[config.mk]
export PLATFORM = sky130hd
export DESIGN_NAME = exe_muldiv_flat
export DESIGN_NICKNAME = d
export VERILOG_FILES = /design/src/rtl/exe_muldiv_pkg.sv /design/src/rtl/exe_muldiv_if.sv /design/src/rtl/exe_muldiv_md_sign.sv /design/src/rtl/exe_muldiv.sv /design/src/flat_wrapper.sv
export SDC_FILE = /design/constraint.sdc
export NUM_CORES = 1
export LEC_CHECK = 0
export CELL_PAD_IN_SITES_DETAIL_PLACEMENT = 2
export CELL_PAD_IN_SITES_GLOBAL_PLACEMENT = 2
export CORE_ASPECT_RATIO = 1.5
export CORE_MARGIN = 4
export CORE_UTILIZATION = 39
export CTS_BUF_LIST = sky130_fd_sc_hd__clkbuf_8
export CTS_CLUSTER_DIAMETER = 50
export DETAILED_ROUTE_END_ITERATION = 6
export GPL_ROUTABILITY_DRIVEN = 0
export MAX_ROUTING_LAYER = met4
export PLACE_DENSITY = 0.93
export SLEW_MARGIN = 20
export SYNTH_ARGS = -nofsm -noshare
export SYNTH_HDL_FRONTEND = slang
export SYNTH_SLANG_ARGS = --single-unit
[constraint.sdc]
create_clock -name clk -period 7.3 [get_ports clk]
set_input_delay 1.46 -clock clk [delete_from_list [all_inputs] [get_ports clk]]
set_output_delay 1.46 -clock clk [all_outputs]
set_load 0.02 [all_outputs]
[src/rtl/exe_muldiv_pkg.sv]
// Shared definitions for the iterative RV32M multiply/divide unit:
// funct3 op encodings, FSM state encoding and the step-counter width helper.
package exe_muldiv_pkg;

  localparam logic [2:0] OP_MUL    = 3'b000;
  localparam logic [2:0] OP_MULH   = 3'b001;
  localparam logic [2:0] OP_MULHSU = 3'b010;
  localparam logic [2:0] OP_MULHU  = 3'b011;
  localparam logic [2:0] OP_DIV    = 3'b100;
  localparam logic [2:0] OP_DIVU   = 3'b101;
  localparam logic [2:0] OP_REM    = 3'b110;
  localparam logic [2:0] OP_REMU   = 3'b111;

  typedef enum logic [1:0] {
    ST_IDLE = 2'd0,
    ST_CALC = 2'd1,
    ST_FIN  = 2'd2
  } md_state_e;

  localparam int MD_DEFAULT_WIDTH = 32;
  localparam int MD_DEFAULT_CNT_W = $clog2(MD_DEFAULT_WIDTH);

  // Width of the per-bit step counter for a given operand width.
  function automatic int md_cnt_w(input int w);
    return (w <= 2) ? 1 : $clog2(w);
  endfunction

endpackage

[src/rtl/exe_muldiv_if.sv]
// Request/response bundle between the decode stage and exe_muldiv.
interface exe_muldiv_if #(
  parameter int WIDTH = 32
) ();
  logic             start;
  logic [2:0]       md_op;
  logic [WIDTH-1:0] Rd1;
  logic [WIDTH-1:0] Rd2;
  logic             kill;
  logic             busy;
  logic             done;
  logic [WIDTH-1:0] md_result;

  modport master (
    output start, md_op, Rd1, Rd2, kill,
    input  busy, done, md_result
  );

  modport slave (
    input  start, md_op, Rd1, Rd2, kill,
    output busy, done, md_result
  );
endinterface

[src/rtl/exe_muldiv_md_sign.sv]
// md_sign: sign extraction / conditional two's-complement negation.
// On entry (sgn_en=1, flip=0) it yields |din| and the sign flag; on exit
// (sgn_en=0) it negates din when flip is set.
module md_sign #(
  parameter int W = 32
) (
  input  logic [W-1:0] din,
  input  logic         sgn_en,
  input  logic         flip,
  output logic [W-1:0] dout,
  output logic         sign
);
  assign sign = sgn_en & din[W-1];
  assign dout = (sign ^ flip) ? (-din) : din;
endmodule

[src/rtl/exe_muldiv.sv]
// exe_muldiv: iterative RV32M multiply/divide unit (shift-add multiply,
// restoring divide, one bit per cycle). Define EXE_MULDIV_FAST_MUL_EN to
// replace the iterative multiply with a single-cycle combinational one.
module exe_muldiv
  import exe_muldiv_pkg::*;
#(
  parameter int WIDTH = 32
) (
  input logic         clk,
  input logic         rstn,
  exe_muldiv_if.slave bus
);
  localparam int CW = md_cnt_w(WIDTH);
  localparam logic [WIDTH-1:0] MIN_NEG = {1'b1, {(WIDTH-1){1'b0}}};

  md_state_e            state_reg, state_next;
  logic [CW-1:0]        cnt_reg;
  logic [2*WIDTH-1:0]   acc_reg, acc_step;
  logic [WIDTH-1:0]     opnd_reg;
  logic [2:0]           op_reg;
  logic                 sa_reg, sb_reg, busy_reg, done_reg;
  logic [WIDTH-1:0]     res_reg, res_next;

  // Incoming request decode
  logic [2:0]       op_in;
  logic             is_div_in, div0_in, ovf_in, fast_in, accept;
  logic [1:0]       sgn_en_in, sgn_in;
  logic [WIDTH-1:0] opnd_raw [2];
  logic [WIDTH-1:0] mag_in [2];
  logic [WIDTH-1:0] special_res;

  assign op_in        = bus.md_op;
  assign is_div_in    = op_in[2];
  assign sgn_en_in[0] = is_div_in ? ~op_in[0] : (op_in != OP_MULHU);
  assign sgn_en_in[1] = is_div_in ? ~op_in[0] : ~op_in[1];
  assign opnd_raw[0]  = bus.Rd1;
  assign opnd_raw[1]  = bus.Rd2;

  generate
    for (genvar gi = 0; gi < 2; gi++) begin : g_opnd
      md_sign #(.W(WIDTH)) u_sign (
        .din(opnd_raw[gi]), .sgn_en(sgn_en_in[gi]), .flip(1'b0),
        .dout(mag_in[gi]), .sign(sgn_in[gi])
      );
    end
  endgenerate

  assign div0_in = is_div_in && (bus.Rd2 == '0);
  assign ovf_in  = is_div_in && !op_in[0] && (bus.Rd1 == MIN_NEG) && (bus.Rd2 == '1);
  assign special_res = div0_in ? (op_in[1] ? bus.Rd1 : '1) : (op_in[1] ? '0 : MIN_NEG);
`ifdef EXE_MULDIV_FAST_MUL_EN
  assign fast_in = ~is_div_in;
`else
  assign fast_in = 1'b0;
`endif
  assign accept = (state_reg == ST_IDLE) && bus.start && !bus.kill;

  // One iteration: multiply adds the multiplicand into the high half and
  // shifts right; divide shifts left and keeps the trial subtraction if it
  // does not borrow (hi = partial remainder, lo = dividend/quotient bits).
  logic [WIDTH:0] mul_sum, div_trial, div_diff;
  always_comb begin
    mul_sum   = {1'b0, acc_reg[2*WIDTH-1:WIDTH]} + (acc_reg[0] ? {1'b0, opnd_reg} : '0);
    div_trial = acc_reg[2*WIDTH-1:WIDTH-1];
    div_diff  = div_trial - {1'b0, opnd_reg};
    if (op_reg[2]) begin
      if (!div_diff[WIDTH]) acc_step = {div_diff[WIDTH-1:0], acc_reg[WIDTH-2:0], 1'b1};
      else                  acc_step = {div_trial[WIDTH-1:0], acc_reg[WIDTH-2:0], 1'b0};
    end else begin
      acc_step = {mul_sum, acc_reg[WIDTH-1:1]};
    end
  end

  // Select what the sign-fix stage works on: the last iteration result, or
  // in IDLE the live request (only used by the single-cycle multiply path).
  logic [2*WIDTH-1:0] fin_val, prod_fix;
  logic [2:0]         fin_op;
  logic               fin_sa, fin_sb;
  logic [WIDTH-1:0]   quo_fix, rem_fix, calc_res;
  logic [2:0]         unused_sign;
  always_comb begin
    fin_val = acc_step;
    fin_op  = op_reg;
    fin_sa  = sa_reg;
    fin_sb  = sb_reg;
    if (state_reg == ST_IDLE) begin
      fin_op = op_in;
      fin_sa = sgn_in[0];
      fin_sb = sgn_in[1];
`ifdef EXE_MULDIV_FAST_MUL_EN
      fin_val = mag_in[0] * mag_in[1];
`endif
    end
  end

  md_sign #(.W(2*WIDTH)) u_prod_sign (
    .din(fin_val), .sgn_en(1'b0), .flip(fin_sa ^ fin_sb),
    .dout(prod_fix), .sign(unused_sign[0])
  );
  md_sign #(.W(WIDTH)) u_quo_sign (
    .din(fin_val[WIDTH-1:0]), .sgn_en(1'b0), .flip(fin_sa ^ fin_sb),
    .dout(quo_fix), .sign(unused_sign[1])
  );
  md_sign #(.W(WIDTH)) u_rem_sign (
    .din(fin_val[2*WIDTH-1:WIDTH]), .sgn_en(1'b0), .flip(fin_sa),
    .dout(rem_fix), .sign(unused_sign[2])
  );

  assign calc_res = fin_op[2] ? (fin_op[1] ? rem_fix : quo_fix)
                              : ((fin_op == OP_MUL) ? prod_fix[WIDTH-1:0]
                                                    : prod_fix[2*WIDTH-1:WIDTH]);
  assign res_next = ((state_reg == ST_IDLE) && (div0_in || ovf_in)) ? special_res : calc_res;

  // Next-state logic; kill overrides every transition.
  always_comb begin
    state_next = state_reg;
    case (state_reg)
      ST_IDLE: if (accept) state_next = (div0_in || ovf_in || fast_in) ? ST_FIN : ST_CALC;
      ST_CALC: if (cnt_reg == CW'(WIDTH-1)) state_next = ST_FIN;
      ST_FIN:  state_next = ST_IDLE;
      default: state_next = ST_IDLE;
    endcase
    if (bus.kill) state_next = ST_IDLE;
  end

  // State register
  always_ff @(posedge clk or negedge rstn) begin
    if (!rstn) state_reg <= ST_IDLE;
    else       state_reg <= state_next;
  end

  // Operand capture on accept, then one iteration per CALC cycle
  always_ff @(posedge clk or negedge rstn) begin
    if (!rstn) begin
      cnt_reg  <= '0;
      acc_reg  <= '0;
      opnd_reg <= '0;
      op_reg   <= '0;
      sa_reg   <= 1'b0;
      sb_reg   <= 1'b0;
    end else if (accept) begin
      op_reg  <= op_in;
      sa_reg  <= sgn_in[0];
      sb_reg  <= sgn_in[1];
      cnt_reg <= '0;
      if (is_div_in) begin
        opnd_reg <= mag_in[1];
        acc_reg  <= {{WIDTH{1'b0}}, mag_in[0]};
      end else begin
        opnd_reg <= mag_in[0];
        acc_reg  <= {{WIDTH{1'b0}}, mag_in[1]};
      end
    end else if (state_reg == ST_CALC) begin
      acc_reg <= acc_step;
      cnt_reg <= cnt_reg + CW'(1);
    end
  end

  // Registered outputs: result and done are loaded on the way into FIN, so a
  // kill on that transition drops both and leaves md_result untouched.
  always_ff @(posedge clk or negedge rstn) begin
    if (!rstn) begin
      busy_reg <= 1'b0;
      done_reg <= 1'b0;
      res_reg  <= '0;
    end else begin
      busy_reg <= (state_next != ST_IDLE);
      done_reg <= (state_next == ST_FIN);
      if (state_next == ST_FIN) res_reg <= res_next;
    end
  end

  assign bus.busy      = busy_reg;
  assign bus.done      = done_reg;
  assign bus.md_result = res_reg;

endmodule

[src/flat_wrapper.sv]
// flat-port wrapper written by rule: the top's interface ports become plain ports
module exe_muldiv_flat import exe_muldiv_pkg::*;
#(
  parameter int WIDTH = 32
)
  (clk, rstn, bus_start, bus_md_op, bus_Rd1, bus_Rd2, bus_kill, bus_busy, bus_done, bus_md_result);
  exe_muldiv_if #(.WIDTH(WIDTH)) bus_i ();
  input logic clk;
  input logic rstn;
  input wire logic [$bits(bus_i.start)-1:0] bus_start;
  input wire logic [$bits(bus_i.md_op)-1:0] bus_md_op;
  input wire logic [$bits(bus_i.Rd1)-1:0] bus_Rd1;
  input wire logic [$bits(bus_i.Rd2)-1:0] bus_Rd2;
  input wire logic [$bits(bus_i.kill)-1:0] bus_kill;
  output wire logic [$bits(bus_i.busy)-1:0] bus_busy;
  output wire logic [$bits(bus_i.done)-1:0] bus_done;
  output wire logic [$bits(bus_i.md_result)-1:0] bus_md_result;
  assign bus_i.start = bus_start;
  assign bus_i.md_op = bus_md_op;
  assign bus_i.Rd1 = bus_Rd1;
  assign bus_i.Rd2 = bus_Rd2;
  assign bus_i.kill = bus_kill;
  assign bus_busy = bus_i.busy;
  assign bus_done = bus_i.done;
  assign bus_md_result = bus_i.md_result;
  exe_muldiv #(.WIDTH(WIDTH)) u_core (.clk(clk), .rstn(rstn), .bus(bus_i));
endmodule
==> flow_summary.yaml, run 1 <==
outcome:
  status: "did not finish"
  flow.stopped_at: "global routing (5_1_grt)"
  tool.error: "[ERROR GRT-0232] Routing congestion too high. Check the congestion heatmap in the GUI."
logic_synthesis:
  synthTopCellsByArea: "dfrtp_1 (22%), a21oi_1 (6.6%), nand2_1 (6.1%), o21ai_0 (5.8%), ha_1 (5.4%)"
  synth.net_count: 2362
  yosysSeqAreaShare: 0.217
  synth_top_cells_by_count: "nand2_1 (266), a21oi_1 (215), o21ai_0 (191), nor2_1 (190), dfrtp_1 (142)"
  yosysTopAreaCellShare: 0.217
  async_flop_share: 1.00
  yosysWarnings: 0
  synth_seq_cells: 142
  yosys.area.top_type: "dfrtp_1"
  syn_area_per_cell_um2: 7.39
  ys.flop_type: "dfrtp_1"
  synth_most_common_cell: "nand2_1"
  synth_cell_type_count: 110
  synth_cells: 2218
  synth-edff-count: 0
  syn-cell-area_um2: 16400
global_route:
  antenna_found_initial: 25
  gr-total-overflow: 6
  grt_max_degree: 104
  grtUsageTotal: 0.618
placement:
  dp.final_hpwl_mm: 73.7
  port_buffers: 104
  dpl.cell_count: 2786
cts:
  cts_root_buf: "clkbuf_8"
  htreeDepth: 4
  cts_sinks: 142
  numCtsBuffers: 17
  hold_buffers: 0
  cts.repair.resized: 0
  clock_path_buffers: 2
  post-cts-setup-buffer-count: 0
floorplan:
  initial_core_util: 0.397
  rows: 91
  die_h_um: 259
  boundaryPins: 105
  die_w_um: 175
sta:
  worst_endpoint_kind: "sequential cell input"
  crit_endpoint: "u_core.bus.md_result[6]$_DFFE_PN0P_/D"
metal layers:
layer  GRT overflow  track usage
met2              3        0.809
met1              0        0.586
met5              -            -
met4              3        0.635
met3              0        0.397
cell families after synthesis:
logic type / Yosys count / synth area share
AND/OR/NAND/NOR: 826 / 0.250
multiplexers: 62 / 0.0383
buffers and inverters: 202 / 0.0491
XOR/XNOR: 168 / 0.0898
AO/OA/AOI/OAI: 745 / 0.300
adder cells (fa/ha/maj): 73 / 0.0566
flip-flops: 142 / 0.217
per-stage QoR:
step | utilization | setup slack, ns | area [um^2] | hold WS, ns
global placement | 0.433 | 1.30 | 17900 | 0.459
detailed placement | 0.434 | 0.815 | 17900 | 0.502
CTS | 0.443 | 0.301 | 18300 | 0.526
floorplan | - | 2.50 | 16400 | 0.439
==> inputs of run 2 (changes only) <==
- CELL_PAD_IN_SITES_DETAIL_PLACEMENT: 2 -> not set
- CELL_PAD_IN_SITES_GLOBAL_PLACEMENT: 2 -> not set
- CORE_ASPECT_RATIO: 1.5 -> not set
- CORE_UTILIZATION: 39 -> 40
- CTS_BUF_LIST: sky130_fd_sc_hd__clkbuf_8 -> not set
- CTS_CLUSTER_DIAMETER: 50 -> not set
- MAX_ROUTING_LAYER: met4 -> not set
- PLACE_DENSITY: 0.93 -> not set
- PLACE_DENSITY_LB_ADDON: not set -> 0.15
==> run 2 against run 1 <==
Synthesized area stayed put. Synthesized cell count stayed put. The flow now finishes without violations.
==> flow_summary.yaml, run 2 <==
outcome:
  status: "finished, final reports clean"
worst_setup_path:
  crit_type: "reg2reg"
  rr_worst_depth: 23
  slowest_stage: "nor3_1"
  reg2reg_slack_ns: 1.03
  startpoint_type: "register"
  path_cells: "inv_1 -> ha_1 -> fa_1 -> nand2b_1 -> a21oi_2 -> o211ai_4 -> o31a_4 -> o2bb2ai_2 -> nor3_2 -> nor2_1 -> ha_1 -> o21ai_0 -> nor3_1 -> nand4_1 -> nor2b_1 -> buf_4 -> inv_1 -> nor2_1 -> and3_1 -> a31oi_1 -> xnor2_1 -> o221ai_1 -> o311ai_1"
  r2r_end: "u_core.bus.md_result[26]"
  rr_startpoint: "u_core.acc_reg[31]"
  critical_path_arrival_ns: 6.57
  end_kind: "register"
  slowest_delay_ns: 0.57
  critPathMaxFanout: 11
  required_ns: 7.60
cts:
  clock_path_buffers: 2
  clock_latency_ns: 0.44
  post-cts-setup-buffer-count: 0
  numCtsBuffers: 17
  clkTransAtPathRegs_ns: 0.07
  htreeDepth: 4
  hold_buffers: 0
  cts.repair.resized: 0
  cts_root_buf: "clkbuf_16"
  cts_tree: "done"
  cts_sinks: 142
logic_synthesis:
  synth_seq_cells: 142
  yosys.area.top_type: "dfrtp_1"
  yosysWarnings: 0
  async_flop_share: 1.00
  synth.net_count: 2362
  ys.flop_type: "dfrtp_1"
  yosysSeqAreaShare: 0.217
  synth_cell_type_count: 110
  synthTopCellsByArea: "dfrtp_1 (22%), a21oi_1 (6.6%), nand2_1 (6.1%), o21ai_0 (5.8%), ha_1 (5.4%)"
  synth-edff-count: 0
  synth_most_common_cell: "nand2_1"
  yosysTopAreaCellShare: 0.217
  syn-cell-area_um2: 16400
  syn_area_per_cell_um2: 7.39
  synth_cells: 2218
  synth_top_cells_by_count: "nand2_1 (266), a21oi_1 (215), o21ai_0 (191), nor2_1 (190), dfrtp_1 (142)"
sta:
  clock-skew-final_ns: 0.0140
  setup_slack_ns: 1.03
  relSlewSlack: 0.167
  fin_crit_sh: 0.859
  tns_ns: 0
  hold_violations: 0
  setup-violations-final: 0
  slew_violations: 0
  worst_pin_slew_ns: 1.24
  max_freq_ghz: 0.159
  rsz0062_at_grt: "false"
  period_minus_slack_ns: 6.27
floorplan:
  die_h_um: 210
  core_um2: 40100
  die_w_um: 210
  initial_core_util: 0.409
  boundaryPins: 105
  rows: 73
  dieArea_um2: 44300
worst_hold_path:
  whs_path_depth: 2
  holdPathEnd: "u_core.op_reg[0]"
  min_from: "u_core.op_reg[0]"
  hold_class: "reg2reg"
final_layout:
  largest_reg_flops: 64
  fin_area_um2: 18400
  instances_no_fill: 2782
  final_nets: 2387
  synthToLayoutAreaGrowth_pct: 12.4
  mostFrequentLayoutCells: "nand2_1 (266), a21oi_1 (214), o21ai_0 (191)"
  nFillCells: 4122
  drive_gt1_frac: 0.0643
  final_common_cell: "nand2_1"
detailed_routing:
  num_vias: 17712
  drcViolationCount: 0
  wl_per_cell_um: 25.0
  wirelength_mm: 69.5
  drt_pass1_iterations: 6
  detail-route-antenna-nets: 0
  avgViaCountPerCell: 6.37
  drt_iter0_markers: 1977
power_and_ir_drop:
  design_power_total_mw: 7.19
  leakagePower_nw: 7.57
  p_per_area_nw_per_um2: 391
  ir_drop_mv: 0.199
global_route:
  gr-total-overflow: 0
  grt_pass1_wl_mm: 105
  grt_pass1_vias: 16857
  grtUsageTotal: 0.305
  grt_max_degree: 103
  antenna_found_initial: 1
job:
  cap_violations: 0
placement:
  dpl.cell_count: 2749
  dpl-instance-area_um2: 17800
  port_buffers: 104
  dp.final_hpwl_mm: 54.4
  place_ws_ns: 1.19
==> run 2: cell counts after synthesis <==
No cell type changed its count.
==> run 2: worst max path at each step <==
stage | startpoint | to | slack, ns | cells after the start
global placement | u_core.acc_reg[31] | u_core.bus.md_result[26] | 1.40 | 23
detailed placement | u_core.acc_reg[31] | u_core.bus.md_result[26] | 1.19 | 23
CTS | u_core.acc_reg[31] | u_core.bus.md_result[26] | 1.18 | 23
floorplan | u_core.acc_reg[31] | u_core.bus.md_result[2] | 2.50 | 23
global route | u_core.acc_reg[31] | u_core.bus.md_result[26] | 0.60 | 23
finish | u_core.acc_reg[31] | u_core.bus.md_result[26] | 1.03 | 23
==> run 2: critical path: cells and delay by family, from the launching register on <==
kind                     cells  cell delay [ns]
AO/OA/AOI/OAI                8             1.98
XOR/XNOR                     1             0.16
adder cells (fa/ha/maj)      3             0.84
buffers and inverters        3             0.35
flip-flops                   1             0.41
AND/OR/NAND/NOR              8             2.40
==> run 2: area by class of cell <==
cell class	count	area, um^2	share of cell area
multi-input cells	1874	12100	0.655
flip-flops and latches	142	3560	0.193
repair buffers	140	1310	0.0711
well taps	525	657	0.0357
clock buffers	20	457	0.0248
inverters	68	255	0.0139
clock inverters	12	109	0.00591
diodes	1	2.50	0.000136
==> run 2: cell families (layout without fill, tap and decap cells) <==
| group | count (synthesis) | count (layout) | synth area share |
|---|---|---|---|
| simple gates | 826 | 826 | 0.250 |
| compound gates | 745 | 745 | 0.300 |
| buf+inv | 202 | 240 | 0.0491 |
| xor+xnor | 168 | 168 | 0.0898 |
| flops | 142 | 142 | 0.217 |
| fa+ha+maj | 73 | 73 | 0.0566 |
| mux | 62 | 62 | 0.0383 |
| other cells | 0 | 1 | 0 |
==> run 2: metrics by stage <==
step,hold slack [ns],utilization
finish,0.495,0.459
global route,0.514,0.459
CTS,0.486,0.459
detailed placement,0.468,0.445
global placement,0.462,0.445
floorplan,0.439,-
==> run 2: power by group <==
group / switching [mW] / total, mW / internal [mW]
clock network: 0.397 / 0.887 / 0.490
registers: 0.271 / 1.23 / 0.962
logic: 3.34 / 5.07 / 1.73
total: 4.01 / 7.19 / 3.18
==> run 2: per-layer routing <==
| metal | GRT usage | share of wire | vias up | routed length (um) |
|---|---|---|---|---|
| met1 | 0.405 | 0.41 | 8472 | 28600 |
| met3 | 0.0670 | 0.092 | 169 | 6430 |
| met2 | 0.479 | 0.44 | 874 | 30800 |
| li1 | - | - | 8197 | - |
| met4 | 0.137 | 0.054 | 0 | 3750 |
| met5 | 0 | 0 | - | 0 |
Power figures use the tool's default switching activity.
